--- src/rtl/mining_pkg.sv ---
// mining_pkg: shared sizes and dispatcher state encoding for the mining UART protocol.
package mining_pkg;
   localparam int BLOCK_BYTES = 76;
   localparam int NONCE_BYTES = 4;
   localparam int BLOCK_BITS  = BLOCK_BYTES * 8;
   typedef enum logic [1:0] {IDLE, LAUNCH, WAIT_TX, RECV} dispatch_state_t;
endpackage

--- src/rtl/wd_timeout.sv ---
// wd_timeout: saturating reply-silence counter that flags the cycle the limit is hit.
module wd_timeout #(
   parameter int TIMEOUT_CLKS = 200_000_000
) (
   input  logic clk,
   input  logic rst_i,
   input  logic clear,
   input  logic enable,
   output logic expire
);
   localparam int W = $clog2(TIMEOUT_CLKS);
   logic [W-1:0] cnt;
   always_ff @(posedge clk)
      if (!rst_i || clear) cnt <= '0;
      else if (enable && cnt != '1) cnt <= cnt + 1'b1;
   assign expire = enable && cnt == W'(TIMEOUT_CLKS - 1);
endmodule

--- src/rtl/work_dispatcher.sv ---
// work_dispatcher: streams a 76-byte header to uart_tx and collects the 4-byte nonce reply.
module work_dispatcher
   import mining_pkg::*;
#(
   parameter int TIMEOUT_CLKS = 200_000_000
) (
   input  logic                  clk,
   input  logic                  rst_i,
   input  logic                  start,
   input  logic [BLOCK_BITS-1:0] block_in,
   output logic                  busy,
   output logic                  done,
   output logic                  timeout,
   output logic [31:0]           nonce_out,
   output logic                  tx_dv,
   output logic [7:0]            tx_byte,
   input  logic                  tx_done,
   input  logic                  rx_dv,
   input  logic [7:0]            rx_byte
);
   dispatch_state_t       state;
   logic [BLOCK_BITS-1:0] shreg;
   logic [6:0]            tx_idx;
   logic [2:0]            rx_cnt;
   logic [31:0]           nonce_sh;
   logic                  in_recv;
   logic                  expire;
   logic                  last_byte;

   assign in_recv   = state == RECV;
   assign last_byte = tx_idx == 7'(BLOCK_BYTES - 1);
   assign tx_dv     = state == LAUNCH;
   assign tx_byte   = (state == LAUNCH || state == WAIT_TX) ? shreg[7:0] : 8'h00;

   // silence counter only runs in RECV; any received byte restarts it
   wd_timeout #(.TIMEOUT_CLKS(TIMEOUT_CLKS)) u_tmo (
      .clk    (clk),
      .rst_i  (rst_i),
      .clear  (!in_recv || rx_dv),
      .enable (in_recv && !rx_dv),
      .expire (expire)
   );

   always_ff @(posedge clk)
      if (!rst_i) begin
         state     <= IDLE;
         shreg     <= '0;
         tx_idx    <= '0;
         rx_cnt    <= '0;
         nonce_sh  <= '0;
         nonce_out <= '0;
         busy      <= 1'b0;
         done      <= 1'b0;
         timeout   <= 1'b0;
      end else begin
         done    <= 1'b0;
         timeout <= 1'b0;
         case (state)
            IDLE:
               if (start) begin
                  shreg  <= block_in;
                  busy   <= 1'b1;
                  tx_idx <= '0;
                  state  <= LAUNCH;
               end
            LAUNCH: state <= WAIT_TX;
            WAIT_TX:
               if (tx_done) begin
                  shreg  <= shreg >> 8;
                  tx_idx <= last_byte ? tx_idx : tx_idx + 1'b1;
                  rx_cnt <= '0;
                  state  <= last_byte ? RECV : LAUNCH;
               end
            RECV:
               if (rx_cnt == 3'(NONCE_BYTES)) begin
                  nonce_out <= nonce_sh;
                  done      <= 1'b1;
                  busy      <= 1'b0;
                  state     <= IDLE;
               end else if (rx_dv) begin
                  nonce_sh <= {nonce_sh[23:0], rx_byte};
                  rx_cnt   <= rx_cnt + 1'b1;
               end else if (expire) begin
                  timeout <= 1'b1;
                  busy    <= 1'b0;
                  state   <= IDLE;
               end
            default: state <= IDLE;
         endcase
      end
endmodule
--- config.mk ---
export PLATFORM = sky130hd
export DESIGN_NAME = work_dispatcher
export DESIGN_NICKNAME = d
export VERILOG_FILES = /design/src/rtl/mining_pkg.sv /design/src/rtl/wd_timeout.sv /design/src/rtl/work_dispatcher.sv
export SDC_FILE = /design/constraint.sdc
export NUM_CORES = 2
export LEC_CHECK = 0
export BUFFER_PORTS_ARGS = -buffer_cell sky130_fd_sc_hd__buf_4
export CORE_AREA = 2 2 288 290
export DETAILED_ROUTE_END_ITERATION = 10
export DIE_AREA = 0 0 290 292
export GPL_TIMING_DRIVEN = 0
export RECOVER_POWER = 25
export SLEW_MARGIN = 20
export SYNTH_ARGS = -nofsm -noshare
export SYNTH_HDL_FRONTEND = slang
export SYNTH_SLANG_ARGS = --single-unit
--- constraint.sdc ---
create_clock -name clk -period 2.3 [get_ports clk]
set_input_delay 0.46 -clock clk [delete_from_list [all_inputs] [get_ports clk]]
set_output_delay 0.46 -clock clk [all_outputs]
set_load 0.1 [all_outputs]
==> run_results.csv <==
group,metric,value,unit
yosys,synth_cell_types,50,
critical_path,crit-reg2reg-launch,"state[0]$_SDFFE_PN0P_",
critical_path,worstPathMaxFanout,9,
die,die-area,84700,sq um
power,powerDensity,1240,nW/um^2
clock_network,cts_tree,"yes",
yosys,synth-main-ff-cell,"dfxtp_1",
yosys,synthCells,3265,
yosys,ys_ff_latch,715,
clock_network,cts.clk_slew.worst_paths,60,ps
die,ios,665,
critical_path,crit_path_end_kind,"register",
clock_network,clockBufferDepth,3,
critical_path,crit_family,"simple AND/OR/NAND/NOR gates",
clock_network,cts_buffers,81,
critical_path,crit_required,2840,ps
die,num_rows,105,
critical_path,crit_slowest_cell,"or3_4",
detailed_routing,viasPerCell,5.28,
yosys,async_flop_share,0,%
hold_path,hold_class,"primary input to register",
detailed_routing,vias,27200,
sta,worstMarginPinSlew,728,ps
clock_network,root_buffer,"clkbuf_16",
power,ir_worst_vdd,0.000660,V
clock_network,cts_hold_buf,0,
yosys,synth_enable_flop_cells,0,
critical_path,crit_buf_inv,2,
global_routing,grt_max_degree,13,
global_routing,grt_pass1_wl,160000,microns
detailed_routing,first_iter_violations,1392,
global_routing,grt_use_total,24.1,%
sta,period_share,98.7,%
final_layout,stdcell_area,42000,sq um
global_routing,antenna_found_initial,41,
placement,placed_area,38600,sq um
yosys,yosys_warnings,0,
critical_path,reg2reg_depth,8,
sta,finalSetupViolations,0,
outcome,status,"finished clean",
yosys,syn_area,32300,sq um
final_layout,nets,4643,
detailed_routing,wirelength,107000,microns
die,core,81600,sq um
global_routing,overflow,0,
placement,routabilityCongestion,0.871,
power,finalPower,52.0,mW
yosys,syn_nets,3894,
die,die_h,292,microns
detailed_routing,post_drt_wl_per_cell,20.8,microns
detailed_routing,ant_nets,0,
clock_network,clock_latency,620,ps
sta,fin_worst_skew,25.5,ps
final_layout,seq_area,14300,sq um
sta,hold_violations,0,
critical_path,cp-start-kind,"register",
clock_network,clock-sinks,715,
clock_network,ctsHtreeMaxLevel,3,
placement,dp_hpwl,81400,microns
global_routing,grt_pass1_vias,27100,
critical_path,path_cells,"ha_1 -> buf_6 -> and4b_1 -> buf_6 -> nand4_1 -> or3_4 -> or4_4 -> a21oi_2",
yosys,synth_seq_area_share,44.3,%
final_layout,drive_above_1_share,25.5,%
critical_path,rr_endpoint,"u_tmo.cnt[26]$_SDFFE_PP0P_",
die,initial_utilization,39.6,%
sta,slew_headroom,51.5,%
final_layout,fillerInstances,7750,
critical_path,cpMostUsedCell,"buf_6",
detailed_routing,drc_errors,0,
critical_path,r2r_slack,30,ps
sta,max_freq,0.440,GHz
power,power_leakage,21.5,nW
sta,report.final.slew_viol_count,0,
detailed_routing,dr.pass1.iters,8,
yosys,synth_area_per_cell,9.89,sq um
critical_path,cpPeakStageDelay,450,ps
sta,rsz0062_at_grt,"true",
final_layout,multiInputGateArea,17000,sq um
die,die_x,290,microns
critical_path,arrival,2810,ps
critical_path,path_class,"register to register",
hold_path,min_from,"block_in[606]",
hold_path,hold_depth,3,
run,maxCapViolations,0,
hold_path,worstHoldEndpoint,"shreg[606]$_SDFFE_PN0P_",
placement,io_buffers,663,
final_layout,area_growth,30.2,%
sta,post-route-min-period,2270,ps
[layer usage]
layer / vias up / part of all wire [%] / wire (microns) / global-route usage, %
met5: - / 0.22 / 238 / 0
met4: 36 / 2.7 / 2880 / 8.33
met3: 192 / 6.8 / 7280 / 6.49
met2: 663 / 48 / 51600 / 40.7
met1: 13000 / 42 / 45200 / 29.6
li1: 13300 / - / - / -
[synthesized netlist by cell type (all sizes together) (3+ instances only)]
library cell,count,area share (%)
o31ai,8,0.19
nor4,8,0.16
and4,4,0.11
and3,5,0.097
nor2,24,0.28
mux2i,603,19
and2,12,0.23
nor3b,5,0.12
ha,8,0.31
dfxtp,715,44
nand3,14,0.22
a21boi,65,1.5
nand2b,5,0.097
nor3,9,0.14
a31oi,3,0.058
xnor2,12,0.33
clkbuf,284,3.3
a21oi,15,0.23
xor2,3,0.081
buf,21,0.27
or4,8,0.19
nor2b,12,0.23
o211a,601,19
o21ai,7,0.11
inv,5,0.058
nand4,9,0.19
or3,11,0.23
a22oi,8,0.19
nand2,760,8.8
[cell usage in the layout (no fill, tap or decap), drive strengths merged, types with 8 or more instances in the layout]
| cell | n |
|---|---|
| nor2b | 12 |
| a21oi | 15 |
| buf | 705 |
| nand4 | 9 |
| o211a | 601 |
| nor3 | 9 |
| ha | 8 |
| clkinv | 12 |
| o31ai | 8 |
| nand2 | 760 |
| or3 | 11 |
| xnor2 | 12 |
| nor2 | 24 |
| clkbuf | 380 |
| and2 | 12 |
| diode | 23 |
| dfxtp | 715 |
| a21boi | 65 |
| or4 | 8 |
| nor4 | 8 |
| mux2i | 603 |
| nand3 | 14 |
| a22oi | 8 |
[worst min-delay path: stages]
cell	delay, ps
buf_4	80
a22oi_1	50
nor2b_1	100
[cells by family (layout without fill, tap and decap cells)]
logic type | Yosys count | in the layout | share of synthesized area (%)
and+or+nand+nor | 894 | 894 | 11.3
AOI/OAI and AO/OA | 719 | 719 | 21.2
DFF | 715 | 715 | 44.3
muxes | 604 | 604 | 18.7
buffers and inverters | 310 | 1110 | 3.63
xor gates and xnor gates | 15 | 15 | 0.407
adders and majority gates | 8 | 8 | 0.310
other | 0 | 23 | 0
[worst max-delay path by stage]
stage | to | slack [ps] | start | cells past startpoint
global route | u_tmo.cnt[26]$_SDFFE_PP0P_ | -60 | state[1]$_SDFFE_PN0P_ | 8
detailed placement | shreg[595]$_SDFFE_PN0P_ | -1380 | state[0]$_SDFFE_PN0P_ | 9
finish | u_tmo.cnt[26]$_SDFFE_PP0P_ | 30 | state[0]$_SDFFE_PN0P_ | 8
floorplan | shreg[187]$_SDFFE_PN0P_ | 20 | state[0]$_SDFFE_PN0P_ | 10
CTS | tx_byte[3] | 1 | state[0]$_SDFFE_PN0P_ | 4
global placement | shreg[188]$_SDFFE_PN0P_ | -1770 | state[0]$_SDFFE_PN0P_ | 10
[registers in the layout (all words and copies together), names as in the netlist]
| name | count |
|---|---|
| shreg | 608 |
| nonce_out | 32 |
| nonce_sh | 32 |
| u_tmo.cnt | 28 |
| tx_idx | 7 |
| rx_cnt | 3 |
| state | 2 |
| busy | 1 |
| done | 1 |
| timeout | 1 |
[where the power goes]
group	total [mW]	internal (mW)	switching (mW)	leakage [nW]
sequential	20.2	17.3	2.82	5.92
combinational	18.9	8.52	10.4	14.3
clock	12.9	7.64	5.30	1.29
total	52.0	33.5	18.5	21.5
[stage by stage]
| stage | hold WS, ps | std cells | setup WS (ps) | util, % | TNS (ps) |
|---|---|---|---|---|---|
| 2_1_floorplan | 441 | 3265 | 20.0 | - | 0 |
| 3_5_place_dp | 461 | 4998 | -1380 | 47.3 | -763800 |
| 5_1_grt | 94.8 | 5158 | -58.8 | 51.5 | -117 |
| 6_report | 114 | 5158 | 29.8 | 51.5 | 0 |
| 4_1_cts | 76.5 | 5133 | 1.14 | 51.2 | 0 |
| 3_3_place_gp | 457 | 4998 | -1770 | 47.3 | -1014860 |
[final cells by class]
class | count | area share [%]
repair buffers | 668 | 12.2
clock buffers | 114 | 5.60
multi-input cells | 2240 | 40.3
flip-flops and latches | 715 | 34.1
inverters | 5 | 0.0446
clock inverters | 20 | 0.604
plain buffers | 303 | 3.85
diodes | 23 | 0.137
well taps | 1070 | 3.18
[what timing repair did]
action / CTS / global route
endpoints found under the setup margin: 643 / 549
buffers inserted: 3 / 2
cloned: 0 / 0
resized for setup: 273 / 109
pin swaps: 2 / 7
No activity file was read; power rests on OpenSTA's default activity.
